**src/rtl/memory_stage.sv**
```systemverilog
// memory_stage: MEM pipeline stage with a single-outstanding data-memory access FSM (IDLE/BUSY).
// Optional build macro MEM_MISALIGN_TRAP_EN: misaligned halfword/word accesses fault instead of issuing.
module memory_stage (
    input  logic        clk,
    input  logic        reset,
    input  logic        stall_in,
    input  logic [0:31] NextALUOut,
    input  logic [0:31] NextFPUOut,
    input  logic [0:31] NextRegB,
    input  logic [0:31] NextPCPlusFour,
    input  logic [0:1]  NextDInSrc,
    input  logic        NextRegWE,
    input  logic [0:5]  NextRegWAddr,
    input  logic [0:1]  NextMEMSize,
    input  logic        NextMEMWE,
    input  logic        NextExtMEM,
    output logic        mem_req,
    output logic        mem_we,
    output logic [0:31] mem_addr,
    output logic [0:31] mem_wdata,
    output logic [0:3]  mem_be,
    input  logic [0:31] mem_rdata,
    input  logic        mem_ack,
    output logic [0:31] MemOut,
    output logic [0:31] ALUOut,
    output logic [0:31] FPUOut,
    output logic [0:31] PCPlusFour,
    output logic [0:1]  DInSrc,
    output logic        RegWE,
    output logic [0:5]  RegWAddr,
    output logic        MemStall,
    output logic        MisalignFault,
    output logic        dbg_state_o
);

    typedef enum logic {IDLE = 1'b0, BUSY = 1'b1} state_t;

    state_t      state_q;
    logic [0:31] alu_out_q, fpu_out_q, reg_b_q, pc_plus_four_q, mem_out_q;
    logic [0:1]  din_src_q, mem_size_q;
    logic [0:5]  reg_waddr_q;
    logic        reg_we_q, mem_we_q, ext_mem_q, misalign_q;

    logic        next_access, next_misalign, load_en, busy;
    logic [0:1]  lane;
    logic [0:7]  rd_byte;
    logic [0:15] rd_half;
    logic [0:31] mem_out_d, wdata;
    logic [0:3]  be;

    assign next_access = NextMEMWE | (NextDInSrc == 2'b01);

`ifdef MEM_MISALIGN_TRAP_EN
    assign next_misalign = next_access &&
        (((NextMEMSize == 2'b01) && NextALUOut[31]) ||
         (NextMEMSize[0] && (NextALUOut[30:31] != 2'b00)));
`else
    assign next_misalign = 1'b0;
`endif

    assign busy    = (state_q == BUSY);
    assign load_en = !stall_in && !busy;
    assign lane    = alu_out_q[30:31];

    // Lane selection and read extraction follow big-endian lane order: lane 0 is bits [0:7].
    always_comb begin
        rd_byte   = 8'h00;
        rd_half   = alu_out_q[30] ? mem_rdata[16:31] : mem_rdata[0:15];
        be        = 4'b1111;
        wdata     = reg_b_q;
        mem_out_d = mem_rdata;
        case (lane)
            2'b00:   rd_byte = mem_rdata[0:7];
            2'b01:   rd_byte = mem_rdata[8:15];
            2'b10:   rd_byte = mem_rdata[16:23];
            default: rd_byte = mem_rdata[24:31];
        endcase
        case (mem_size_q)
            2'b00: begin
                be        = 4'b1000 >> lane;
                wdata     = {4{reg_b_q[24:31]}};
                mem_out_d = {{24{ext_mem_q & rd_byte[0]}}, rd_byte};
            end
            2'b01: begin
                be        = alu_out_q[30] ? 4'b0011 : 4'b1100;
                wdata     = {2{reg_b_q[16:31]}};
                mem_out_d = {{16{ext_mem_q & rd_half[0]}}, rd_half};
            end
            default: begin
                be        = 4'b1111;
                wdata     = reg_b_q;
                mem_out_d = mem_rdata;
            end
        endcase
    end

    always_ff @(posedge clk or posedge reset) begin
        if (reset) begin
            state_q        <= IDLE;
            alu_out_q      <= '0;
            fpu_out_q      <= '0;
            reg_b_q        <= '0;
            pc_plus_four_q <= '0;
            mem_out_q      <= '0;
            din_src_q      <= '0;
            mem_size_q     <= '0;
            reg_waddr_q    <= '0;
            reg_we_q       <= 1'b0;
            mem_we_q       <= 1'b0;
            ext_mem_q      <= 1'b0;
            misalign_q     <= 1'b0;
        end else if (load_en) begin
            alu_out_q      <= NextALUOut;
            fpu_out_q      <= NextFPUOut;
            reg_b_q        <= NextRegB;
            pc_plus_four_q <= NextPCPlusFour;
            din_src_q      <= NextDInSrc;
            mem_size_q     <= NextMEMSize;
            reg_waddr_q    <= NextRegWAddr;
            reg_we_q       <= NextRegWE;
            mem_we_q       <= NextMEMWE;
            ext_mem_q      <= NextExtMEM;
            misalign_q     <= next_misalign;
            state_q        <= (next_access && !next_misalign) ? BUSY : IDLE;
        end else if (busy && mem_ack) begin
            // Completion ignores stall_in; the register then holds via load_en.
            state_q <= IDLE;
            if (din_src_q == 2'b01) begin
                mem_out_q <= mem_out_d;
            end
        end
    end

    assign mem_req       = busy;
    assign MemStall      = busy;
    assign mem_we        = busy & mem_we_q;
    assign mem_addr      = busy ? {alu_out_q[0:29], 2'b00} : 32'h0;
    assign mem_be        = busy ? be : 4'b0000;
    assign mem_wdata     = busy ? wdata : 32'h0;
    assign MemOut        = mem_out_q;
    assign ALUOut        = alu_out_q;
    assign FPUOut        = fpu_out_q;
    assign PCPlusFour    = pc_plus_four_q;
    assign DInSrc        = din_src_q;
    assign RegWAddr      = reg_waddr_q;
    assign RegWE         = reg_we_q & ~busy & ~misalign_q;
    assign MisalignFault = misalign_q;
    assign dbg_state_o   = busy;

endmodule

```
**config.mk**
```make
export PLATFORM = sky130hd
export DESIGN_NAME = memory_stage
export DESIGN_NICKNAME = d
export VERILOG_FILES = /design/src/rtl/memory_stage.sv
export SDC_FILE = /design/constraint.sdc
export NUM_CORES = 1
export LEC_CHECK = 0
export CAP_MARGIN = 20
export CELL_PAD_IN_SITES_DETAIL_PLACEMENT = 1
export CELL_PAD_IN_SITES_GLOBAL_PLACEMENT = 1
export CORE_MARGIN = 4
export CORE_UTILIZATION = 29
export CTS_BUF_LIST = sky130_fd_sc_hd__clkbuf_8
export CTS_CLUSTER_DIAMETER = 150
export DETAILED_ROUTE_END_ITERATION = 16
export PLACE_DENSITY = 0.91
export SLEW_MARGIN = 20
export SYNTH_ARGS = -nofsm -noshare
export SYNTH_HDL_FRONTEND = slang
export SYNTH_SLANG_ARGS = --single-unit
```
**constraint.sdc**
```tcl
create_clock -name clk -period 6.9 [get_ports clk]
set_clock_uncertainty 0.2 [all_clocks]
set_input_delay 1.725 -clock clk [delete_from_list [all_inputs] [get_ports clk]]
set_output_delay 1.725 -clock clk [all_outputs]
set_load 0.01 [all_outputs]
```
# Word level (Yosys, flattened, before mapping)
# Cells that the tools add are included.
# Widths: inputs -> output; s select.
word_totals:
  output_inout_bits: 210
  regBits: 174
  in_bits: 177
  word_cells: 45
classes:
  n_mux: 12
  shifts: 1
  n_eq_ne: 5
  bitwise: 7
  n_reduce_logical: 8
ops:
  columns: ["cell", "count"]
  rows:
  - ["$pmux 32 s2", 2]
  - ["$mux 32", 2]
  - ["$pmux 8 s3", 1]
  - ["$mux 16", 1]
  - ["$eq 2x1->1 const B", 4]
  - ["$mux 4", 2]
  - ["$pmux 4 s2", 1]
  - ["$and 1x1->1", 4]
  - ["$logic_not 2->1", 2]
  - ["$shr 4x2->4 const A", 1]
  - ["$mux 1", 3]
  - ["$reduce_and 3->1", 1]
  - ["$eq 2x2->1 const B", 1]
  - ["$logic_and 1x1->1", 2]
  - ["$logic_not 1->1", 2]
  - ["$not 1->1", 2]
  - ["$reduce_bool 2->1", 1]
  - ["$or 1x1->1", 1]

# Depth between registers and ports, before layout
# Gate-level depths: netlist (run 1).
depth:
  depth_word: 4
  ltp_mapped: 7
  mapped_depth_nobuf: 4

# Worst setup path before layout (run 1)
# Ideal clock, no wire load.
synth_timing:
  path_kind: "register -> output"
  start: "register mem_size_q[0] in the netlist's numbering"
  end: "output mem_wdata[16] in the netlist's numbering"
  path_buffers: 3
  arrival_ns: 1.405
  required_time_ns: 4.975
  setup_slack_ns: 3.570
  stages_incl_launch_ff: 6
  cell_sequence: "dfrtp_1 -> clkbuf_1 -> clkbuf_1 -> buf_1 -> o21ai_0 -> a21oi_1"
synth_between:
  elab_chain_cells: 3
  elab_cells_between_ends: 4
  cone_classes: "1 x eq/ne; 2 x mux; 1 x reduce/logical"
synth_rtl:
  columns: ["element", "line", "source"]
  rows:
  - ["from (decl)", "40", "logic [0:1] din_src_q, mem_size_q;"]
  - ["from (signal assigned)", "118", "mem_size_q <= NextMEMSize;"]
  - ["$eq 2x1->1 or $logic_not 2->1 (tied branches)", "78", "case (mem_size_q)"]
  - ["$pmux 32 s2 (*)", "78", null]
  - ["$mux 32 (*)", "139", "assign mem_wdata = busy ? wdata : 32'h0;"]
  - ["to (decl)", "20", "output logic [0:31] mem_wdata,"]
# Mark *: on every way between the ends. The rest lies on a longest branch, timed or not.

# Worst setup path in the final report (run 1)
layout_timing:
  start: "register alu_out_q (netlist bit ALUOut[30])"
  end: "output mem_be[0] in the netlist's numbering"
layout_between:
  elab_chain_cells: 3
  elab_cells_between_ends: 4
  cone_classes: "1 x shift; 3 x mux"
layout_rtl:
  columns: ["element", "line", "source"]
  rows:
  - ["from (decl)", "39", "logic [0:31] alu_out_q, fpu_out_q, reg_b_q, pc_plus_four_q, mem_out_q;"]
  - ["from (signal assigned)", "113", "alu_out_q <= NextALUOut;"]
  - ["$shr 4x2->4 or $mux 4 (tied branches)", "80, 85", null]
  - ["$pmux 4 s2 (*)", "78", null]
  - ["$mux 4 (*)", "138", "assign mem_be = busy ? be : 4'b0000;"]
  - ["to (decl)", "21", "output logic [0:3] mem_be,"]
# Marked as above.

==> metrics, run 1 <==
result of the run=completed; endpoint of the lowest-slack register-to-register path=MemOut[7]; setup repair after global routing missed its margin=false; number of global-route vias before repair=7553; area growth from synthesis to layout=56.6%; top_reg_cell synth=sky130_fd_sc_hd__dfrtp_1; register area share after synthesis=54.9%; slowest stage cell, crit path=sky130_fd_sc_hd__dfrtp_1; total negative setup slack=0 ns; most used cells in the layout excluding fill and tap cells=sky130_fd_sc_hd__clkdlybuf4s50_1 (383), sky130_fd_sc_hd__dfrtp_1 (173), sky130_fd_sc_hd__mux2_2 (146); power density over cell area=297 mW/mm2; hold buffer count at CTS=0; initial core utilization=29.4%; Top Family by Delay on Critical Path=buffers and inverters; number of ports placed on the die boundary=387; leading cell type in the layout, fill and taps excluded=sky130_fd_sc_hd__clkdlybuf4s50_1; clk_lat worst skew=0.45 ns; Worst setup SP type=flip-flop; final worst path period need=4.78 ns; worst hold path startpoint=reg_we_q; first element of the critical path=ALUOut[30]; count of TritonRoute iterations in the first routing pass=7; final cell area excluding filler cells=0.0124 mm2; maximum ir drop on the vdd rail=117 uV; Tot GR Track Use=19.7%; FP Rows=60; Clock Sink Count=174; drt total wl=30.2 mm; area of all sequential standard cells=0.00436 mm2; crit-path cells=clkinv_1 -> a21oi_1 -> nor2_1 -> clkdlybuf4s50_1; number of setup violations in the final report=0; gate count of the mapped netlist=647; DP HPWL=22.9 mm; CTS tree=yes; global route total overflow=0; unique cell type count in the Yosys netlist=35; number of hold violations in the final report=0; buffer depth of the longest clock path=2; remaining routing DRC violations=0; final period utilization=69.2%; largest net degree at the start of global routing=101; number of antenna violations at the first check in global routing=1; instance count after placement with tap cells included=1325; final weighted congestion of routability-driven global placement=0.870; post-synthesis instance area=0.00794 mm2; R2R Setup Slk=3.85 ns; setup fix buffers added after clock tree synthesis=0; area inside the core boundary=0.0270 mm2; arrival time worst endpoint=2.85 ns; #FFs+latches synth=174; max capacitance violation total=0; vias per inst=4.94; Worst Path Required=4.97 ns; Root Buffer Master=sky130_fd_sc_hd__clkbuf_8; number of flops mapped to enable cells by yosys=0; number of buffers added on ports=383; overall die area=0.0301 mm2; worst reg-to-reg path cell count=5; post-CTS sizing=0; area of the multi-input gates=0.00329 mm2; violation count after the first detailed-route iteration=518; leading post-synthesis cells by cell area=sky130_fd_sc_hd__dfrtp_1 (55%), sky130_fd_sc_hd__mux2_2 (21%), sky130_fd_sc_hd__mux2i_1 (3.2%); cell leakage power=4.92 nW; die outline height=173 um; Max Fanout on Critical Path=26; Buf/Inv on CP=2; final number of max-transition violations=0; worst hold path type=flip-flop to flip-flop; Max transition margin=30.7%; routed len/inst=22.2 um; max frequency=0.209 GHz; post-synthesis async set-or-reset flop share=100%; number of stages on the worst setup path=4; number of nets still failing antenna checks after routing=0; post-layout net count=1180; Clock Pin Slew Worst Setup and Hold Paths=0.11 ns; global-route wire length before repair=46.4 mm; pin slew with the least headroom to its limit=1.04 ns; sort of element at the end of the critical path=primary output; layout filler cell count=2822; total number of vias=6713; number of standard cells in the layout, taps in and fillers out=1358; share of final-layout standard cells stronger than drive strength 1=19.2%; cell type with the highest aggregate area in the netlist=sky130_fd_sc_hd__dfrtp_1; die width=173 um; number of buffers created by CTS=17; post-place instance area=0.0120 mm2; count of warnings emitted by yosys=0; mean instance size in the synthesized netlist=12.3 um2; maximum level of the CTS H-tree=4; reg2reg start=MemStall; worst setup path end=mem_be[0]; category of the most critical setup path=flip-flop to primary output; post-synth top area share=54.9%; CP peak stage delay=1.01 ns
[how the worst min path moves through the flow]
stage | depth (start not counted) | endpoint
after global placement | 1 | reg_we_q
after detailed placement | 1 | reg_we_q
after global routing | 1 | reg_we_q
final | 1 | reg_we_q
after CTS | 1 | reg_we_q
after floorplan | 1 | reg_we_q
[cells in the mapped netlist, drive strengths merged (2+ instances only)]
master and n:
dfrtp 174, mux2 146, a21oi 46, and2 40, o21ai 37, buf 32, nor2 32, mux2i 25
clkbuf 23, nand2 19, o211ai 16, inv 10, nand3b 8, a222oi 7, a22o 7, o22ai 7
nor3 3, nor2b 2, or2 2
[power breakdown]
group | switching, mW | internal, mW
registers | 0.228 | 1.28
clock network | 0.455 | 0.276
logic | 0.603 | 0.851
[area by class of cell]
cell class | count | share of cell area, %
antenna | 1 | 0.0201
clock buffer | 17 | 1.88
clock inverter | 15 | 1.38
inverter | 11 | 0.373
multi-input combinational | 409 | 26.5
sequential | 174 | 35.1
tap | 341 | 3.43
timing repair buffer | 390 | 31.4
[through the flow]
stage | power, mW | hold WS [ns] | util, % | setup slack, ns
after detailed placement | 2.99 | 0.296 | 44.6 | 2.47
final | 3.69 | 0.316 | 46.1 | 2.12
after floorplan | 2.10 | 0.273 | - | 0.258
after global routing | 3.91 | 0.337 | 46.1 | 1.88
after global placement | 2.93 | 0.284 | 44.6 | 2.59
after CTS | 3.74 | 0.321 | 46.1 | 2.13
[metal layers]
metal	global-route usage, %	vias up	wire length (um)
met4	5.95	2	723
met3	7.07	44	2540
met1	22.1	3376	11300
met2	35.1	289	15600
met5	0	-	20
li1	-	3002	-
[cell families (layout without fill, tap and decap cells)]
family / Yosys count / in the layout / synth area share [%]
other: 1 / 4 / 0.0473
AOI/OAI and AO/OA: 123 / 123 / 9.46
and+or+nand+nor: 111 / 111 / 7.61
buffers and inverters: 66 / 433 / 3.86
DFF: 174 / 174 / 54.9
muxes: 172 / 172 / 24.2
[sequential cells by signal, summed over array words and instances (netlist names)]
register and flops:
PCPlusFour 32, DInSrc 2, ALUOut 32, MemOut 32, ext_mem_q 1, FPUOut 32, mem_we_q 1, reg_b_q 32
RegWAddr 6, reg_we_q 1, MemStall 1, mem_size_q 2
No activity file was read; power rests on OpenSTA's default activity.
==> run 2: changes to the inputs <==
--- a/config.mk
+++ b/config.mk
@@ -9,11 +9,11 @@
 export CELL_PAD_IN_SITES_DETAIL_PLACEMENT = 1
 export CELL_PAD_IN_SITES_GLOBAL_PLACEMENT = 1
 export CORE_MARGIN = 4
-export CORE_UTILIZATION = 29
+export CORE_UTILIZATION = 32
 export CTS_BUF_LIST = sky130_fd_sc_hd__clkbuf_8
 export CTS_CLUSTER_DIAMETER = 150
 export DETAILED_ROUTE_END_ITERATION = 16
-export PLACE_DENSITY = 0.91
+export PLACE_DENSITY = 0.94
 export SLEW_MARGIN = 20
 export SYNTH_ARGS = -nofsm -noshare
 export SYNTH_HDL_FRONTEND = slang
==> constraint.sdc (replaced) <==
create_clock -name clk -period 5 [get_ports clk]
set_clock_uncertainty 0.2 [all_clocks]
set_input_delay 1.25 -clock clk [delete_from_list [all_inputs] [get_ports clk]]
set_output_delay 1.25 -clock clk [all_outputs]
set_load 0.01 [all_outputs]
==> metrics, run 2 (synthesized netlist as in run 1, its figures left out) <==
hold buffer count at CTS=0 (unchanged); number of setup violations in the final report=0 (unchanged); vias per inst=5.04 (was 4.94); final worst path period need=4.28 ns; Tot GR Track Use=21.9% (was 19.7%); overall die area=0.0274 mm2 (was 0.0301 mm2); pin slew with the least headroom to its limit=1.04 ns (about the same); FP Rows=57 (was 60); number of ports placed on the die boundary=387 (unchanged); min setup slack post-route=0.725 ns (was 2.12 ns); Max Fanout on Critical Path=29 (was 26); violation count after the first detailed-route iteration=473 (was 518); cell leakage power=4.95 nW (was 4.92 nW); maximum level of the CTS H-tree=4 (unchanged); buffer depth of the longest clock path=2 (unchanged); number of standard cells in the layout, taps in and fillers out=1345 (was 1358); die width=165 um (was 173 um); max capacitance violation total=0 (unchanged); arrival time worst endpoint=2.83 ns (was 2.85 ns); routed len/inst=22.7 um (was 22.2 um); share of final-layout standard cells stronger than drive strength 1=19.5% (was 19.2%); final weighted congestion of routability-driven global placement=0.826 (was 0.870); global route total overflow=0 (unchanged); Max transition margin=30.9% (was 30.7%); total number of vias=6775 (was 6713); final core utilization=51.2% (was 46.1%); result of the run=completed (unchanged); number of hold violations in the final report=0 (unchanged); number of global-route vias before repair=7613 (was 7553); total negative setup slack=0 ns (unchanged); clk_lat worst skew=0.46 ns (was 0.45 ns); final period utilization=85.5%; Clock Pin Slew Worst Setup and Hold Paths=0.11 ns (about the same); area of the multi-input gates=0.00329 mm2 (unchanged); setup repair after global routing missed its margin=false (unchanged); worst hold path type=flip-flop to flip-flop (unchanged); global-route wire length before repair=45.3 mm (was 46.4 mm); CTS tree=yes (unchanged); Clock Sink Count=174 (unchanged); power density over cell area=413 mW/mm2 (was 297 mW/mm2); Power, Total=5.16 mW (was 3.69 mW); instance count after placement with tap cells included=1311 (was 1325); final number of max-transition violations=0 (unchanged); leading cell type in the layout, fill and taps excluded=sky130_fd_sc_hd__clkdlybuf4s50_1 (unchanged); maximum ir drop on the vdd rail=199 uV (was 117 uV); die outline height=165 um (was 173 um); max frequency=0.234 GHz; initial core utilization=32.5% (was 29.4%); post-CTS sizing=0 (unchanged); category of the most critical setup path=flip-flop to primary output (unchanged); number of buffers added on ports=383 (unchanged); setup fix buffers added after clock tree synthesis=0 (unchanged); Worst setup SP type=flip-flop (unchanged); most used cells in the layout excluding fill and tap cells=sky130_fd_sc_hd__clkdlybuf4s50_1 (383), sky130_fd_sc_hd__dfrtp_1 (173), sky130_fd_sc_hd__mux2_2 (146) (unchanged); area growth from synthesis to layout=57.4% (was 56.6%); layout filler cell count=2552 (was 2822); largest net degree at the start of global routing=89 (was 101); number of nets still failing antenna checks after routing=0 (unchanged); count of TritonRoute iterations in the first routing pass=6 (was 7); Root Buffer Master=sky130_fd_sc_hd__clkbuf_8 (unchanged); sort of element at the end of the critical path=primary output (unchanged); number of antenna violations at the first check in global routing=1 (unchanged); number of buffers created by CTS=17 (unchanged); area inside the core boundary=0.0244 mm2 (was 0.0270 mm2); post-layout net count=1183 (was 1180); drt total wl=30.5 mm (was 30.2 mm); DP HPWL=23.4 mm (was 22.9 mm); remaining routing DRC violations=0 (unchanged); area of all sequential standard cells=0.00436 mm2 (unchanged); Setup WS pre-CTS=1.21 ns (was 2.47 ns); Worst Path Required=3.55 ns (was 4.97 ns)
[run 2: stage by stage]
step           hold slack [ns]  cell area [um2]
2_1_floorplan            0.273             7950
3_3_place_gp             0.271            12100
3_5_place_dp             0.292            12100
4_1_cts                  0.316            12500
5_1_grt                  0.333            12500
6_report                 0.311            12500
[run 2: worst max-delay path: stages, from the launching register on]
cell and delay, ns:
sky130_fd_sc_hd__dfrtp_1 0.78, sky130_fd_sc_hd__nor2_1 0.66, sky130_fd_sc_hd__nand2_1 0.14, sky130_fd_sc_hd__a21oi_1 0.20
sky130_fd_sc_hd__clkdlybuf4s50_1 0.59
[run 2: path summary, 6_finish.rpt]
kind | slack, ns | cells past startpoint | endpoint | start
max in group asynchronous | 2.82 | 3 | ALUOut[2] | reset
min reg2reg | 0.31 | 1 | mem_we_q | mem_we_q
max reg2reg | 2.38 | 6 | MemOut[5] | MemStall
min | 0.31 | 1 | mem_we_q | mem_we_q
max | 0.72 | 4 | mem_wdata[18] | mem_size_q[1]
min in group asynchronous | 0.96 | 2 | FPUOut[25] | reset
[run 2: layout make-up]
cell class / instances / area share (%)
tap: 324 / 3.25
clock buffer: 17 / 1.87
multi-input combinational: 409 / 26.3
sequential: 174 / 34.9
antenna: 2 / 0.0401
clock inverter: 15 / 1.56
inverter: 11 / 0.361
timing repair buffer: 393 / 31.7
[run 2: power breakdown]
group / switching (mW) / internal (mW) / total, mW / leakage [nW]
registers: 0.308 / 1.77 / 2.07 / 2.01
clock network: 0.618 / 0.432 / 1.05 / 0.215
logic: 0.855 / 1.18 / 2.04 / 2.72
total: 1.78 / 3.38 / 5.16 / 4.95
[run 2: metal layers]
layer  track usage (%)  up-vias  share of wire, %
li1                  -     3001                 -
met1              24.3     3425                36
met2              38.8      304                52
met3              7.42       45               8.9
met4              8.06        0               2.8
met5                 0        -                 0
==> run 3: changes to the inputs <==
--- a/config.mk
+++ b/config.mk
@@ -14,6 +14,7 @@
 export CTS_CLUSTER_DIAMETER = 150
 export DETAILED_ROUTE_END_ITERATION = 16
 export PLACE_DENSITY = 0.94
+export SKIP_CTS_REPAIR_TIMING = 1
 export SLEW_MARGIN = 20
 export SYNTH_ARGS = -nofsm -noshare
 export SYNTH_HDL_FRONTEND = slang
==> results of run 3 <==
Same layout as run 2: the final DEF is identical, and so are final timing and power.
